<file path="config.mk">
export PLATFORM = sky130hd
export DESIGN_NAME = y86_register_file
export DESIGN_NICKNAME = d
export VERILOG_FILES = /design/src/rtl/y86_register_file.sv
export SDC_FILE = /design/constraint.sdc
export NUM_CORES = 2
export LEC_CHECK = 0
export BUFFER_PORTS_ARGS = -buffer_cell sky130_fd_sc_hd__buf_2
export CORE_MARGIN = 3
export CORE_UTILIZATION = 55
export CTS_CLUSTER_DIAMETER = 150
export CTS_CLUSTER_SIZE = 24
export DETAILED_ROUTE_END_ITERATION = 10
export PLACE_DENSITY = 0.75
export REMOVE_ABC_BUFFERS = 1
export SLEW_MARGIN = 30
export SYNTH_ARGS = -nofsm -noshare
export SYNTH_HDL_FRONTEND = slang
export SYNTH_SLANG_ARGS = --single-unit
export TNS_END_PERCENT = 1
</file>
<file path="constraint.sdc">
create_clock -name clk -period 42.4 [get_ports clk]
set_clock_uncertainty 0.15 [all_clocks]
set_input_delay 4.24 -clock clk [delete_from_list [all_inputs] [get_ports clk]]
set_output_delay 4.24 -clock clk [all_outputs]
set_load 0.01 [all_outputs]
</file>
<file path="src/rtl/y86_register_file.sv">
// SEQ Y86-64 architectural register file: 15 x WIDTH, two write ports, two
// combinational read ports. Define REGFILE_BYPASS_EN to forward write data to the read ports.
module y86_regfile_entry #(
  parameter int               WIDTH   = 64,
  parameter logic [WIDTH-1:0] RST_VAL = '0
) (
  input  logic             clk,
  input  logic             reset,
  input  logic             we,
  input  logic [WIDTH-1:0] d,
  output logic [WIDTH-1:0] q
);
  always_ff @(posedge clk or posedge reset)
    if (reset)   q <= RST_VAL;
    else if (we) q <= d;
endmodule

module y86_register_file #(
  parameter int               WIDTH    = 64,
  parameter int               NREGS    = 15,
  parameter logic [WIDTH-1:0] RSP_INIT = '0
) (
  input  logic             clk,
  input  logic             reset,
  input  logic             wrEn,
  input  logic [3:0]       registernumber1,
  input  logic [3:0]       registernumber2,
  input  logic [WIDTH-1:0] val_write1,
  input  logic [WIDTH-1:0] val_write2,
  input  logic [3:0]       srcA,
  input  logic [3:0]       srcB,
  output logic [WIDTH-1:0] valA,
  output logic [WIDTH-1:0] valB,
  output logic [15:0]      write_count
);
  localparam logic [4:0] NREGS5 = 5'(NREGS);

  logic [NREGS-1:0][WIDTH-1:0] regs;
  logic [NREGS-1:0]            hit1, hit2;
  logic                        p1_ok, p2_ok, coll;
  logic [1:0]                  inc;
  logic [16:0]                 cnt_sum;

  // Any ID at or above NREGS (including 4'hF) is the null register.
  assign p1_ok = wrEn && ({1'b0, registernumber1} < NREGS5);
  assign p2_ok = wrEn && ({1'b0, registernumber2} < NREGS5);
  assign coll  = p1_ok && p2_ok && (registernumber1 == registernumber2);

  generate
    for (genvar i = 0; i < NREGS; i++) begin : g_reg
      localparam logic [WIDTH-1:0] RV = (i == 4) ? RSP_INIT : '0;
      assign hit1[i] = p1_ok && (registernumber1 == 4'(i));
      assign hit2[i] = p2_ok && (registernumber2 == 4'(i));
      // Port 2 (valM) wins a collision so popq %rsp loads the popped value.
      y86_regfile_entry #(.WIDTH(WIDTH), .RST_VAL(RV)) u_ent (
        .clk   (clk),
        .reset (reset),
        .we    (hit1[i] | hit2[i]),
        .d     (hit2[i] ? val_write2 : val_write1),
        .q     (regs[i])
      );
    end
  endgenerate

  function automatic logic [WIDTH-1:0] rd(input logic [3:0] src);
    logic [WIDTH-1:0] v;
    v = '0;
    if ({1'b0, src} < NREGS5) v = regs[src];
`ifdef REGFILE_BYPASS_EN
    if (!reset) begin
      if (p2_ok && registernumber2 == src)      v = val_write2;
      else if (p1_ok && registernumber1 == src) v = val_write1;
    end
`endif
    return v;
  endfunction

  assign valA = rd(srcA);
  assign valB = rd(srcB);

  always_comb begin
    inc = 2'd0;
    if (p1_ok && p2_ok && !coll) inc = 2'd2;
    else if (p1_ok || p2_ok)     inc = 2'd1;
  end

  assign cnt_sum = {1'b0, write_count} + {15'd0, inc};

  always_ff @(posedge clk or posedge reset)
    if (reset)           write_count <= '0;
    else if (cnt_sum[16]) write_count <= 16'hFFFF;
    else                 write_count <= cnt_sum[15:0];
endmodule

</file>
==> impl_metrics.ini <==
[status]
status = completed

[logic_synthesis]
yosys.area.top_type_share_pct = 40.19
synth_seq_cells = 976
netlist_area_mm2 = 0.06077
synth_async_sr_flop_share_pct = 100.0
ys_warns = 0
ys_top_cells_by_area = sky130_fd_sc_hd__dfrtp_1, sky130_fd_sc_hd__mux2i_1, sky130_fd_sc_hd__mux4_2
synthCells = 6003
synth_top_cell_by_area = sky130_fd_sc_hd__dfrtp_1
most_common_flop_cell_mapped_by_yosys = sky130_fd_sc_hd__dfrtp_1
syn_area_per_cell_um2 = 10.12
sequential_to_total_area_share_from_yosys_stat_pct = 40.19
synth_unique_cells = 53
number_of_enable_type_register_cells_in_the_synthesized_netlist = 0

[sta]
finalHoldViolations = 0
postLayoutSetupSlackWorst_ps = 29670
grt_setup_unrepaired = no
hold_slack_ps = 410.3
tns_ps = 0
slew_headroom_pct = 22.37
final.period_utilization_pct = 30.03
final_count_of_negative_setup_slack_endpoints = 0
finalMaxSlewViolations = 0
finalWorstPathRequiredPeriod_ps = 12730
peak_clock_frequency_supported_by_timing_mhz = 78.53
max_slew.worst_pin.slew_ps = 1162

[route]
routed_wl_um = 207700
ant_nets = 0
detailedRoute.firstIterationViolations = 6034
detail_route.vias_per_cell = 6.836
detail_route.wl_per_cell_um = 28.44
detail_route.drc_violations = 0
routed-via-count = 49911
drt_first_pass_iters = 7

[clocking]
ctsRootBufferMaster = sky130_fd_sc_hd__clkbuf_16
path_clk_slew_ps = 100
post-cts-setup-buffer-count = 0
cts.sink_count = 976
insertion_delay_ps = 670
cts_inserted_buffers = 46
cts_tree = yes
ctsResizeCount = 0
clk_path_buf_depth = 3
htreeDepth = 2
holdBufCountCts = 0

[pwr]
p_int_mw = 1.744
leakagePower_nw = 26.82
comb_power_share_pct = 29.2
power.switching_mw = 0.9077
power_density_mw_per_mm2 = 41.74
clkPwrFrac_pct = 19.5
max-vdd-ir-drop_mv = 0.03292
proportion_of_power_drawn_by_flip_flops_and_latches_pct = 51.3
finalPower_mw = 2.652
switching_share_pct = 34.23

[floorplanning]
start_util_pct = 55.60
die_w_um = 338.4
die_height_um = 338.4
die-area_mm2 = 0.1145
placeableCoreArea_mm2 = 0.1093
placement_rows = 121
io_count = 291

[cells_and_area]
finalNetCount = 5951
design_area_mm2 = 0.06353
area_growth_pct = 4.546
filler_cell_count = 9313
multi_input_comb_area_mm2 = 0.03330
layout-drive-gt1-share_pct = 13.23
seqCellArea_mm2 = 0.02442

[worst_setup_path]
endpoint_kind = output pin
crit_type = primary input to output pin
reg2reg_from = write_count[0]
cp_data_required_time_ps = 38010
cp.arrival_ps = 8340
setup.reg_to_reg.worst_slack_ps = 39880
critical_path.max_fanout = 98
rr_worst_depth = 7
crit_end = valB[0]
critical_path.startpoint = srcB[1]
timing.rr.end = write_count[4]
crit_path_start_kind = primary input

[run]
cap_viol_max_count = 0

[placed_design]
portBuffers = 290
gp_congestion = 0.8733
pre_cts_slack_ps = 29840
post_dp_cell_area_mm2 = 0.06212
dpl.hpwl_um = 118700

[grt]
initial_antenna_violation_count = 31
grt_use_total_pct = 35.30
via_count_of_the_first_global_routing_pass = 49001
largest_net_degree_at_the_start_of_global_routing = 174
global_route_wire_length_before_repair_um = 311800
global_route.overflow_total = 0

[min_path]
path_class_of_the_lowest_slack_min_delay_path = flip-flop to flip-flop
per-stage QoR:
| stage | instances | utilization [%] |
|---|---|---|
| finish | 7301 | 58.12 |
| global route | 7290 | 58.10 |
| CTS | 7273 | 57.92 |
| detailed placement | 7223 | 56.83 |
| global placement | 7220 | 56.73 |
| floorplan | 5339 | - |
flip-flops by register name, indices dropped and copies added, names as in the netlist:
name and flops:
write_count 16, g.u_ent.q 960
layout by cell type, fill, tap and decap left out, types with 100 or more instances in the layout:
master                     count
sky130_fd_sc_hd__nor2_1      769
sky130_fd_sc_hd__nand2_1     276
sky130_fd_sc_hd__o21ai_0     299
sky130_fd_sc_hd__buf_4       100
sky130_fd_sc_hd__nor2b_1     125
sky130_fd_sc_hd__a211oi_1    184
sky130_fd_sc_hd__mux4_2      256
sky130_fd_sc_hd__buf_2       283
sky130_fd_sc_hd__a21oi_1     779
sky130_fd_sc_hd__mux2i_1    1284
sky130_fd_sc_hd__dfrtp_1     976
Yosys cell counts, types with 2 or more instances:
library cell	number
sky130_fd_sc_hd__ha_1	2
sky130_fd_sc_hd__buf_1	18
sky130_fd_sc_hd__nor2_1	770
sky130_fd_sc_hd__o21ai_0	299
sky130_fd_sc_hd__buf_6	19
sky130_fd_sc_hd__mux4_2	256
sky130_fd_sc_hd__o32ai_1	2
sky130_fd_sc_hd__buf_12	7
sky130_fd_sc_hd__clkbuf_1	317
sky130_fd_sc_hd__mux2i_1	1284
sky130_fd_sc_hd__nor3_1	6
sky130_fd_sc_hd__buf_4	56
sky130_fd_sc_hd__nand3_1	6
sky130_fd_sc_hd__a2111oi_0	60
sky130_fd_sc_hd__nand3b_4	2
sky130_fd_sc_hd__nand2b_1	10
sky130_fd_sc_hd__buf_2	245
sky130_fd_sc_hd__inv_1	6
sky130_fd_sc_hd__nor3b_1	2
sky130_fd_sc_hd__nor2_4	5
sky130_fd_sc_hd__a21oi_1	779
sky130_fd_sc_hd__nor2b_1	129
sky130_fd_sc_hd__xor2_1	7
sky130_fd_sc_hd__nor2_8	3
sky130_fd_sc_hd__a22oi_1	64
sky130_fd_sc_hd__xnor2_1	6
sky130_fd_sc_hd__nand4_1	5
sky130_fd_sc_hd__a211oi_1	184
sky130_fd_sc_hd__nand3b_1	9
sky130_fd_sc_hd__and4_1	2
sky130_fd_sc_hd__o22ai_1	73
sky130_fd_sc_hd__or3_1	2
sky130_fd_sc_hd__dfrtp_1	976
sky130_fd_sc_hd__nor4_1	3
sky130_fd_sc_hd__o21ai_1	29
sky130_fd_sc_hd__o2bb2ai_1	62
sky130_fd_sc_hd__or2_2	5
sky130_fd_sc_hd__nand2_1	278
layout make-up:
cell class                 count  area share [%]
antenna                       22         0.08665
clock buffer                  47           1.851
clock inverter                 3         0.03348
inverter                       7         0.05514
multi-input combinational   4356           52.41
sequential                   976           38.44
tap                         1476           2.907
timing repair buffer         414           4.210
critical path, cell delays in order:
cell,delay [ps]
sky130_fd_sc_hd__buf_8,550
sky130_fd_sc_hd__buf_4,810
sky130_fd_sc_hd__buf_4,800
sky130_fd_sc_hd__mux4_2,350
sky130_fd_sc_hd__nor2b_1,130
sky130_fd_sc_hd__a211oi_1,70
sky130_fd_sc_hd__a2111oi_1,860
sky130_fd_sc_hd__buf_2,270
how the worst min path moves through the flow:
| stage | end | cells past startpoint | start |
|---|---|---|---|
| after floorplan | g_reg[9].u_ent.q[0] | 2 | g_reg[9].u_ent.q[0] |
| after global placement | g_reg[10].u_ent.q[62] | 2 | g_reg[10].u_ent.q[62] |
| after detailed placement | g_reg[10].u_ent.q[62] | 2 | g_reg[10].u_ent.q[62] |
| after CTS | g_reg[10].u_ent.q[62] | 2 | g_reg[10].u_ent.q[62] |
| after global routing | g_reg[11].u_ent.q[49] | 2 | g_reg[11].u_ent.q[49] |
| final | g_reg[9].u_ent.q[50] | 2 | g_reg[9].u_ent.q[50] |
per-layer routing:
layer	track usage (%)	up-vias	routed length [µm]
met5	0	-	98
met4	17.27	14	10880
met3	8.019	695	23630
met2	54.35	3121	93250
met1	47.34	24694	79800
li1	-	21387	-
power by group through the flow:
stage / Clock (mW) / Combinational [mW] / Sequential, mW
after floorplan: 0 / 0.540 / 1.32
after global placement: 0 / 0.738 / 1.36
after detailed placement: 0 / 0.766 / 1.37
after CTS: 0.520 / 0.767 / 1.35
after global routing: 0.551 / 0.850 / 1.39
final: 0.517 / 0.774 / 1.36
cell families (layout without fill, tap and decap cells):
family                   after synthesis  after routing  share of synthesized area (%)
AO/OA/AOI/OAI                       1555           1555                          14.76
multiplexers                        1541           1541                          30.65
AND/OR/NAND/NOR                     1244           1244                          8.693
flip-flops                           976            976                          40.19
buffers and inverters                671            471                          5.442
XOR/XNOR                              13             13                         0.1874
adder cells (fa/ha/maj)                3              3                        0.07411
other                                  0             22                              0
Note: power is estimated with default switching activity, not from simulation.
